`src/rtl/multicycle_ctrl_fsm.sv`:
```
// Multicycle instruction controller: steps each instruction through FETCH, DECODE,
// EXEC, MEM and WB with memory wait states, a timeout fault, a global stall and a retire counter.
module multicycle_ctrl_fsm #(
    parameter int OPCODE_W = 6,
    parameter int CMD_W    = 4,
    parameter int WAIT_W   = 4,
    parameter int MAX_WAIT = 15,
    parameter int CNT_W    = 32
) (
    input  logic                clk,
    input  logic                rst_n,
    input  logic [OPCODE_W-1:0] opcode,
    input  logic                imem_ready,
    input  logic                dmem_ready,
    input  logic                stall,
    output logic                imem_r_en,
    output logic                ir_load,
    output logic [CMD_W-1:0]    exec_cmd,
    output logic                is_imm,
    output logic                single_src,
    output logic                if_store_bne,
    output logic [1:0]          branch_type,
    output logic                mem_r_en,
    output logic                mem_w_en,
    output logic                wb_en,
    output logic                illegal_op,
    output logic                fault,
    output logic [CNT_W-1:0]    instr_count
);
    localparam int OW = (OPCODE_W > 6) ? OPCODE_W : 6;
    localparam logic [WAIT_W-1:0] WMAX = WAIT_W'(MAX_WAIT);

    typedef enum logic [2:0] {S_FETCH, S_DECODE, S_EXEC, S_MEM, S_WB, S_HALT} state_t;

    typedef struct packed {
        logic       legal;
        logic       nop;
        logic       ld;
        logic       st;
        logic       br;
        logic       imm;
        logic       ss;
        logic       isb;
        logic [1:0] btype;
        logic [3:0] cmd;
    } dec_t;

    function automatic dec_t decode(input logic [OPCODE_W-1:0] op);
        dec_t d;
        d = '0;
        d.legal = 1'b1;
        case (OW'(op))
            OW'(6'h00): d.nop = 1'b1;
            OW'(6'h01): d.cmd = 4'b0000;
            OW'(6'h03): d.cmd = 4'b0010;
            OW'(6'h05): d.cmd = 4'b0100;
            OW'(6'h06): d.cmd = 4'b0101;
            OW'(6'h07): d.cmd = 4'b0110;
            OW'(6'h08): d.cmd = 4'b0111;
            OW'(6'h09): d.cmd = 4'b1000;
            OW'(6'h0A): d.cmd = 4'b1000;
            OW'(6'h0B): d.cmd = 4'b1001;
            OW'(6'h0C): d.cmd = 4'b1010;
            OW'(6'h20): begin d.imm = 1'b1; d.ss = 1'b1; end
            OW'(6'h21): begin d.imm = 1'b1; d.ss = 1'b1; d.cmd = 4'b0010; end
            OW'(6'h24): begin d.imm = 1'b1; d.ss = 1'b1; d.ld = 1'b1; end
            OW'(6'h25): begin d.imm = 1'b1; d.isb = 1'b1; d.st = 1'b1; end
            OW'(6'h28): begin d.imm = 1'b1; d.ss = 1'b1; d.br = 1'b1; d.btype = 2'b01; end
            OW'(6'h29): begin d.imm = 1'b1; d.isb = 1'b1; d.br = 1'b1; d.btype = 2'b10; end
            OW'(6'h2A): begin d.imm = 1'b1; d.ss = 1'b1; d.br = 1'b1; d.btype = 2'b11; end
            default:    d.legal = 1'b0;
        endcase
        return d;
    endfunction

    state_t              state_q, state_d;
    logic [OPCODE_W-1:0] op_q, op_d;
    logic [WAIT_W-1:0]   wait_q, wait_d;
    logic [CNT_W-1:0]    cnt_q, cnt_d;
    logic                ill_q, ill_d, fault_q, fault_d;
    dec_t                dq, dn;
    logic                unused_dec;

    assign dq = decode(op_q);
    assign dn = decode(opcode);
    assign unused_dec = ^{dq, dn};

    always_ff @(posedge clk) begin
        if (!rst_n) begin
            state_q <= S_FETCH;
            op_q    <= '0;
            wait_q  <= '0;
            cnt_q   <= '0;
            ill_q   <= 1'b0;
            fault_q <= 1'b0;
        end else if (!stall) begin
            state_q <= state_d;
            op_q    <= op_d;
            wait_q  <= wait_d;
            cnt_q   <= cnt_d;
            ill_q   <= ill_d;
            fault_q <= fault_d;
        end
    end

    // wait_d defaults to zero so every transition clears the counter; only waiting states count up
    always_comb begin
        state_d      = state_q;
        op_d         = op_q;
        wait_d       = '0;
        cnt_d        = cnt_q;
        ill_d        = ill_q;
        fault_d      = fault_q;
        imem_r_en    = 1'b0;
        ir_load      = 1'b0;
        exec_cmd     = '0;
        is_imm       = 1'b0;
        single_src   = 1'b0;
        if_store_bne = 1'b0;
        branch_type  = 2'b00;
        mem_r_en     = 1'b0;
        mem_w_en     = 1'b0;
        wb_en        = 1'b0;
        case (state_q)
            S_FETCH: begin
                imem_r_en = 1'b1;
                if (imem_ready) begin
                    ir_load = !stall;
                    state_d = S_DECODE;
                end else if (wait_q == WMAX) begin
                    fault_d = 1'b1;
                    state_d = S_HALT;
                end else begin
                    wait_d = wait_q + 1'b1;
                end
            end
            S_DECODE: begin
                op_d = opcode;
                if (!dn.legal) begin
                    ill_d   = 1'b1;
                    state_d = S_FETCH;
                end else if (dn.nop) begin
                    cnt_d   = cnt_q + 1'b1;
                    state_d = S_FETCH;
                end else begin
                    state_d = S_EXEC;
                end
            end
            S_EXEC: begin
                exec_cmd     = CMD_W'(dq.cmd);
                is_imm       = dq.imm;
                single_src   = dq.ss;
                if_store_bne = dq.isb;
                branch_type  = dq.btype;
                if (dq.br) begin
                    cnt_d   = cnt_q + 1'b1;
                    state_d = S_FETCH;
                end else begin
                    state_d = (dq.ld || dq.st) ? S_MEM : S_WB;
                end
            end
            S_MEM: begin
                exec_cmd     = CMD_W'(dq.cmd);
                is_imm       = dq.imm;
                single_src   = dq.ss;
                if_store_bne = dq.isb;
                mem_r_en     = dq.ld;
                mem_w_en     = dq.st;
                if (dmem_ready) begin
                    if (dq.ld) begin
                        state_d = S_WB;
                    end else begin
                        cnt_d   = cnt_q + 1'b1;
                        state_d = S_FETCH;
                    end
                end else if (wait_q == WMAX) begin
                    fault_d = 1'b1;
                    state_d = S_HALT;
                end else begin
                    wait_d = wait_q + 1'b1;
                end
            end
            S_WB: begin
                wb_en   = 1'b1;
                cnt_d   = cnt_q + 1'b1;
                state_d = S_FETCH;
            end
            S_HALT:  state_d = S_HALT;
            default: state_d = S_FETCH;
        endcase
        // a reset cycle must never leak a strobe from the aborted instruction
        if (!rst_n) begin
            imem_r_en    = 1'b0;
            ir_load      = 1'b0;
            exec_cmd     = '0;
            is_imm       = 1'b0;
            single_src   = 1'b0;
            if_store_bne = 1'b0;
            branch_type  = 2'b00;
            mem_r_en     = 1'b0;
            mem_w_en     = 1'b0;
            wb_en        = 1'b0;
        end
    end

    assign illegal_op  = ill_q;
    assign fault       = fault_q;
    assign instr_count = cnt_q;
endmodule

```
`config.mk`:
```
export PLATFORM = sky130hd
export DESIGN_NAME = multicycle_ctrl_fsm
export DESIGN_NICKNAME = d
export VERILOG_FILES = /design/src/rtl/multicycle_ctrl_fsm.sv
export SDC_FILE = /design/constraint.sdc
export NUM_CORES = 1
export LEC_CHECK = 0
export ABC_AREA = 1
export CORE_UTILIZATION = 37
export DETAILED_ROUTE_END_ITERATION = 10
export DONT_BUFFER_PORTS = 1
export PLACE_DENSITY = 0.51
export RECOVER_POWER = 100
export SYNTH_ARGS = -nofsm -noshare
export SYNTH_HDL_FRONTEND = slang
export SYNTH_SLANG_ARGS = --single-unit
```
`constraint.sdc`:
```
create_clock -name clk -period 2.44 [get_ports clk]
set_input_delay 0.61 -clock clk [delete_from_list [all_inputs] [get_ports clk]]
set_output_delay 0.61 -clock clk [all_outputs]
set_load 0.02 [all_outputs]
```
Word level (Yosys, flattened, before mapping)
Cells that the tools add are included.
{"block": "classes", "n_addsub": 2, "n_eq_ne": 46, "n_mux": 54, "n_bitwise": 2, "reduce_logical": 18}
{"op": "$mux W32", "n": 5}
{"op": "$pmux W32 S4", "n": 1}
{"op": "$eq A6 B6 Y1 const B", "n": 14}
{"op": "$eq A6 B4 Y1 const B", "n": 10}
{"op": "$eq A6 B3 Y1 const B", "n": 6}
{"op": "$add A32 B1 Y32 const B", "n": 1}
{"op": "$pmux W4 S8", "n": 1}
{"op": "$mux W1", "n": 28}
{"op": "$mux W4", "n": 5}
{"op": "$mux W3", "n": 6}
{"op": "$reduce_or A18 Y1", "n": 1}
{"op": "$pmux W3 S5", "n": 1}
{"op": "$ne A2 B2 Y1 const B", "n": 7}
{"op": "$eq A6 B2 Y1 const B", "n": 2}
{"op": "$mux W2", "n": 4}
{"op": "$pmux W4 S2", "n": 1}
{"op": "$reduce_or A2 Y1", "n": 4}
{"op": "$reduce_and A7 Y1", "n": 1}
{"op": "$reduce_or A7 Y1", "n": 1}
{"op": "$eq A3 B2 Y1 const B", "n": 2}
{"op": "$eq A3 B3 Y1 const B", "n": 2}
{"op": "$eq A6 B1 Y1 const B", "n": 1}
{"op": "$logic_not A6 Y1", "n": 1}
{"op": "$pmux W2 S3", "n": 1}
{"op": "other kinds (15)", "n": 16}
{"block": "totals", "ff_bits": 47, "inputBits": 11, "output_inout_bits": 48}

Longest topological paths before layout
Gate-level depths: netlist of the first run.
{"block": "depth", "ltp_word": 6, "depth_mapped": 12, "ltp_nobuf": 11}

Worst setup path before layout of the first run
OpenSTA, ideal clock, no wires.
{"block": "synth_path", "path_type": "input-to-output", "startpoint": "input rst_n", "endpoint": "output if_store_bne", "t_arrival_ns": 2.026, "required_ns": 1.830, "slack_ns": -0.196, "stages": 4, "cell_sequence": "clkinv_1 nor2_1 inv_1 a2111oi_0"}
{"block": "synth_via", "elab_chain_len": 1}
{"element": "start, declared", "line": "11", "rtl": "input logic rst_n,"}
{"element": "$mux W1", "line": "192", "rtl": "if (!rst_n) begin"}
{"element": "end, declared", "line": "21", "rtl": "output logic if_store_bne,"}
No other way between the ends.

Worst setup path in the final report of the first run
{"block": "layout_path", "startpoint": "register state_q[1]", "endpoint": "output if_store_bne"}
{"block": "layout_via", "elab_chain_len": 4}
{"element": "start, declared", "line": "76", "rtl": "state_t state_q, state_d;"}
{"element": "start signal, assigned", "line": "97", "rtl": "state_q <= state_d;"}
{"element": "$eq A3 B2 Y1", "line": "124", "rtl": "case (state_q)"}
{"element": "$reduce_or A2 Y1 (no line) (*)"}
{"element": "$mux W1 (*)", "line": "124"}
{"element": "$mux W1 (*)", "line": "192"}
Every way passes the cells marked *; elsewhere a longest branch is shown, timed or not.

==> results of run 1 <==
## worst paths after layout
kind	from	endpoint	slack [ns]	cells after the start
worst max-delay path	state_q[1]	if_store_bne	0.17	7
worst min-delay path	rst_n	illegal_op	0.43	1
worst max register to register	state_q[0]	instr_count[5]	0.20	10
worst min register to register	op_q[5]	op_q[5]	0.47	2
## power by group through the flow
stage	sequential (mW)	combinational, mW	clock [mW]
final	0.791	0.137	0.565
after global routing	0.793	0.157	0.613
after CTS	0.791	0.146	0.584
after detailed placement	0.809	0.146	0
after global placement	0.809	0.145	0
after floorplan	0.807	0.116	0
## metal layers
metal / wire [um] / part of all wire (%) / track usage, %
met5: 0 / 0 / 0
met2: 4680 / 50 / 40.6
met4: 208 / 2.2 / 8.97
met1: 3870 / 42 / 24.2
met3: 510 / 5.5 / 4.37
## worst max-delay path: stages (launching register included)
cell and delay, ns:
sky130_fd_sc_hd__dfxtp_2 0.39, sky130_fd_sc_hd__inv_1 0.08, sky130_fd_sc_hd__nor2_1 0.08, sky130_fd_sc_hd__inv_1 0.07
sky130_fd_sc_hd__nor2_1 0.12, sky130_fd_sc_hd__inv_1 0.12, sky130_fd_sc_hd__a2111oi_1 0.26, sky130_fd_sc_hd__clkbuf_2 0.23
## final cells by class
type | instances | area (sq um)
tap | 105 | 131
clock inverter | 1 | 30.0
inverter | 63 | 236
sequential | 47 | 942
timing repair buffer | 25 | 125
fill | 929 | 4780
multi-input combinational | 420 | 1900
clock buffer | 6 | 72.6
## through the flow
stage | setup WS, ns | hold WS [ns] | util (%)
after floorplan | 0.0608 | 0.444 | -
after global placement | 0.443 | 0.459 | 41.5
after detailed placement | 0.441 | 0.465 | 41.5
after CTS | 0.106 | 0.414 | 42.8
after global routing | 0.00696 | 0.406 | 41.8
final | 0.166 | 0.426 | 41.8
## registers in the layout, summed over array words and instances (netlist names)
register and flops:
illegal_op 1, op_q 6, instr_count 32, state_q 3, fault 1, wait_q 4
## placed cells by master, fill, tap and decap left out, types with 3 or more instances in the layout
cell	Yosys	final
sky130_fd_sc_hd__a21oi_1	48	48
sky130_fd_sc_hd__buf_4	0	6
sky130_fd_sc_hd__clkbuf_1	6	15
sky130_fd_sc_hd__clkbuf_2	0	4
sky130_fd_sc_hd__clkbuf_8	0	5
sky130_fd_sc_hd__dfxtp_1	47	46
sky130_fd_sc_hd__inv_1	59	60
sky130_fd_sc_hd__nand2_1	186	188
sky130_fd_sc_hd__nand3_1	35	35
sky130_fd_sc_hd__nand3b_1	6	6
sky130_fd_sc_hd__nand4_1	6	6
sky130_fd_sc_hd__nor2_1	66	67
sky130_fd_sc_hd__nor2_2	4	3
sky130_fd_sc_hd__nor3_1	26	26
sky130_fd_sc_hd__o21ai_0	14	15
sky130_fd_sc_hd__xor2_1	4	4
## logic make-up (layout without fill, tap and decap cells)
kind of cell    count (synthesis)  in the layout  share of synthesized area, %
fa+ha+maj                       2              2                         0.794
xor+xnor                        6              6                          1.67
compound gates                 74             74                          12.5
buf+inv                        77             95                          9.69
simple gates                  338            338                          45.5
flops                          47             47                          29.9
## repair_timing
action	CTS	global route
resized for setup	0	1
hold endpoints to repair	0	0
endpoints found under the setup margin	0	1
==> out/qor.json, run 1 <==
{
  "grt_start_max_net_pins": 41,
  "dr_total_vias": 3416,
  "drv_cap": 0,
  "final-setup-viol-count": 0,
  "slew_headroom_pct": 65.1,
  "asyncSetResetFlopFracSynth_pct": 0,
  "synthesis.nets": 557,
  "drtIter0Drc": 179,
  "worst-path-max-fanout": 6,
  "synth-edff-count": 0,
  "floorplan.io_pins": 59,
  "vias_in_the_first_global_route": 3292,
  "cts_num_sinks": 47,
  "n_antenna_cell": 0,
  "antenna_violations_before_repair": 0,
  "synthesis.yosys.warnings": 0,
  "floorplan.die.width_um": 94.3,
  "criticalPathCategory": "reg -> out",
  "synthMostInstantiatedCell": "sky130_fd_sc_hd__nand2_1",
  "share_seq_of_total_power_pct": 53.0,
  "power.density_mw_per_mm2": 435,
  "share_of_post_route_cells_with_drive_strength_above_1_pct": 4.63,
  "number_of_standard_cells_in_the_layout_taps_in_and_fillers_out": 667,
  "power_total_mw": 1.49,
  "dominantRegCellSynth": "sky130_fd_sc_hd__dfxtp_1",
  "grt_setup_unrepaired": "false",
  "synth_top_cell_by_area": "sky130_fd_sc_hd__dfxtp_1",
  "cts_inserted_buffers": 5,
  "outcome": "finished, final reports clean",
  "finalClockSkew_ns": 0.00864,
  "postCtsSetupBuffers": 0,
  "max_freq_mhz": 440,
  "fraction_of_synthesized_cell_area_taken_by_the_top_area_cell_type_pct": 29.9,
  "stdcell_area_sq_mm": 0.00343,
  "area_growth_syn_to_layout_pct": 9.06,
  "report.final.hold_viol_count": 0,
  "die_height_um": 94.3,
  "dieArea_sq_mm": 0.00888,
  "cp-start-kind": "register",
  "cellInternalPower_mw": 1.12,
  "buffer_ports.inserted": 0,
  "worst_pin_slew_ns": 0.520,
  "maxSlewViolCount": 0,
  "grt_pass1_wl_um": 15300,
  "detail-route-antenna-nets": 0,
  "clkLatencyLatePin_ns": 0.30,
  "detail_route.drc_violations": 0,
  "synth_seq_cells": 47,
  "cp_data_required_time_ns": 1.83,
  "placeableCoreArea_sq_mm": 0.00822,
  "worst_setup_path_end_kind": "output port",
  "post_synth.cell_area_avg_sq_um": 5.79,
  "power_switching_share_pct": 25.1,
  "cts_tree": "built",
  "grt_remaining_overflow": 0,
  "initial_utilization_pct": 38.3,
  "drt_pre_antenna_iters": 4,
  "min-delay-path-class": "in -> reg",
  "vdd.ir_drop.worst_mv": 0.217,
  "detail_route.wirelength_um": 9270,
  "cts.hold.buffers_added": 0,
  "detailed_route_wire_length_per_cell_um": 13.9,
  "list_of_most_frequent_post_synthesis_cells": "186 x sky130_fd_sc_hd__nand2_1, 66 x sky130_fd_sc_hd__nor2_1, 59 x sky130_fd_sc_hd__inv_1",
  "clk_pin_slew_ns": 0.09,
  "period_minus_slack_ns": 2.27,
  "root_buffer": "sky130_fd_sc_hd__clkbuf_8",
  "place.detailed.hpwl_um": 7130,
  "combined_global_route_utilization_of_all_metal_layers_pct": 22.0,
  "syn-instance-count": 544,
  "pwr-share-clk_pct": 37.8,
  "p_comb_share_pct": 9.2,
  "synth_cell_type_count": 33,
  "power_spent_charging_and_discharging_nets_uw": 375,
  "synth_area_leaders": "sky130_fd_sc_hd__dfxtp_1 30%, sky130_fd_sc_hd__nand2_1 22%, sky130_fd_sc_hd__nor2_1 7.9%, sky130_fd_sc_hd__a21oi_1 7.6%, sky130_fd_sc_hd__inv_1 7.0%",
  "std_cell_rows": 33,
  "post_drt_via_cell_ratio": 5.12,
  "p_leak_nw": 1.27,
  "num-nets-final": 575,
  "cts.path.max_buffers": 2,
  "ys_seq_area_share_pct": 29.9,
  "ctsHtreeMaxLevel": 2,
  "placed_cells": 660,
  "final_min_period_over_clock_period_pct": 93.2,
  "timing.critical_path.arrival_ns": 1.66,
  "synth.cell_area_sq_mm": 0.00315,
  "placedInstanceArea_sq_mm": 0.00341,
  "final.setup.tns_ns": 0,
  "place.gp.congestion": 0.901
}
Note: power is estimated with default switching activity, not from simulation.
==> inputs of run 2 (changes only) <==
- PLACE_DENSITY: 0.51 -> 0.53
- clock period: 2.44 -> 2.02 ns (I/O delays scaled with it)
==> run 2 against run 1 <==
Via count grew 1.8%. Wire length grew 0.12%. Critical path type unchanged. Global-route usage shrank 0.54 points. Largest cell class unchanged.
==> out/qor.json, run 2 (synthesis results as in run 1) <==
{
  "dieArea_sq_mm": 0.00888,
  "number_of_standard_cells_in_the_layout_taps_in_and_fillers_out": 700,
  "dr_total_vias": 3478,
  "maxSlewViolCount": 0,
  "mostFrequentLayoutCells": "179 x sky130_fd_sc_hd__nand2_1, 60 x sky130_fd_sc_hd__nor2_1, 51 x sky130_fd_sc_hd__inv_1",
  "grt_setup_unrepaired": "true",
  "worst_path_largest_cell_delay_ns": 0.37,
  "placedInstanceArea_sq_mm": 0.00363,
  "largest_register_ff_count": 32,
  "cp-start-kind": "register",
  "timing.critical_path.arrival_ns": 1.48,
  "detailed_route_wire_length_per_cell_um": 13.3,
  "combined_global_route_utilization_of_all_metal_layers_pct": 21.5,
  "buffer_ports.inserted": 0,
  "grt_remaining_overflow": 0,
  "slew_headroom_pct": 66.7,
  "die_height_um": 94.3,
  "finalClockSkew_ns": 0.00897,
  "detail-route-antenna-nets": 0,
  "floorplan.io_pins": 59,
  "n_antenna_cell": 0,
  "cts.hold.buffers_added": 0,
  "cts_tree": "built",
  "cts_inserted_buffers": 5,
  "final_min_period_over_clock_period_pct": 98.2,
  "vias_in_the_first_global_route": 3193,
  "place.detailed.hpwl_um": 6990,
  "area_growth_syn_to_layout_pct": 19.6,
  "antenna_violations_before_repair": 0,
  "place.gp.congestion": 0.900,
  "cts_num_sinks": 47,
  "p_leak_nw": 1.40,
  "worst-path-max-fanout": 5,
  "std_cell_rows": 33,
  "outcome": "finished, final reports clean",
  "min-delay-path-class": "in -> reg",
  "drt_pre_antenna_iters": 4,
  "cts.path.max_buffers": 2,
  "placeableCoreArea_sq_mm": 0.00822,
  "final-setup-viol-count": 0,
  "num-nets-final": 607,
  "placed_cells": 687,
  "final_common_cell": "sky130_fd_sc_hd__nand2_1",
  "ctsHtreeMaxLevel": 2,
  "initial_utilization_pct": 38.3,
  "stdcell_area_sq_mm": 0.00377,
  "worst_pin_slew_ns": 0.495,
  "period_minus_slack_ns": 1.98,
  "root_buffer": "sky130_fd_sc_hd__clkbuf_8",
  "drtIter0Drc": 117,
  "post_drt_via_cell_ratio": 4.97,
  "drv_cap": 0,
  "cp_cell_sequence": "nand2_1 > inv_1 > nor2_1 > nor3_2 > a41oi_1 > nor3_1 > buf_4",
  "vdd.ir_drop.worst_mv": 0.278,
  "detail_route.wirelength_um": 9280,
  "timing.critical_path.slowest_stage_cell": "sky130_fd_sc_hd__dfxtp_4",
  "floorplan.die.width_um": 94.3,
  "max_freq_mhz": 504,
  "power.density_mw_per_mm2": 460,
  "share_of_post_route_cells_with_drive_strength_above_1_pct": 13.8,
  "grt_pass1_wl_um": 15100,
  "worst_setup_path_end_kind": "output port",
  "cp_data_required_time_ns": 1.51,
  "clk_pin_slew_ns": 0.10,
  "hold-worst-slack_ns": 0.316,
  "final.setup.tns_ns": 0,
  "criticalPathCategory": "reg -> out",
  "detail_route.drc_violations": 0,
  "report.final.hold_viol_count": 0,
  "clkLatencyLatePin_ns": 0.30,
  "grt_start_max_net_pins": 41
}
## run 2: per-layer routing
metal | up-vias | global-route usage, % | part of all wire, %
met2 | 75 | 39.1 | 49
met4 | 0 | 4.10 | 1.2
li1 | 1848 | - | -
met1 | 1542 | 25.8 | 45
met5 | - | 0 | 0
met3 | 13 | 4.37 | 5.4
## run 2: through the flow
step           util, %  worst slack (ns)  power (mW)
6_report          45.8            0.0357        1.73
5_1_grt           45.8           -0.0854        1.84
4_1_cts           45.5           -0.0145        1.74
3_3_place_gp      44.2             0.234        1.16
3_5_place_dp      44.2             0.192        1.16
2_1_floorplan        -             0.132        1.12
## run 2: worst paths after layout
path         startpoint             end  slack (ns)  cells past startpoint
max             op_q[1]     exec_cmd[0]        0.04                      7
min               rst_n  instr_count[3]        0.32                      2
max reg2reg     op_q[2]  instr_count[7]        0.18                     12
min reg2reg   wait_q[1]       wait_q[1]        0.50                      2
## run 2: cell type report
type	count	area (sq um)
inverter	63	244
clock inverter	2	12.5
multi-input combinational	420	2010
tap	105	131
clock buffer	6	72.6
timing repair buffer	57	333
sequential	47	958
fill	901	4450
## run 2: power breakdown
| part | switching [mW] | internal, mW | total, mW |
|---|---|---|---|
| Clock | 0.333 | 0.243 | 0.576 |
| Sequential | 0.0194 | 0.939 | 0.958 |
| Combinational | 0.135 | 0.0650 | 0.200 |
| Total | 0.487 | 1.25 | 1.73 |
## run 2: what timing repair did
action | CTS | global route
endpoints found under the setup margin | 9 | 11
hold endpoints to repair | 0 | 0
buffers inserted | 0 | 5
pin swaps | 2 | 4
resized for setup | 13 | 37
## run 2: critical path, delay by kind of cell (launching register included)
| family | cells | cell delay, ns |
|---|---|---|
| compound gates | 1 | 0.18 |
| flops | 1 | 0.37 |
| buf+inv | 2 | 0.23 |
| simple gates | 4 | 0.39 |
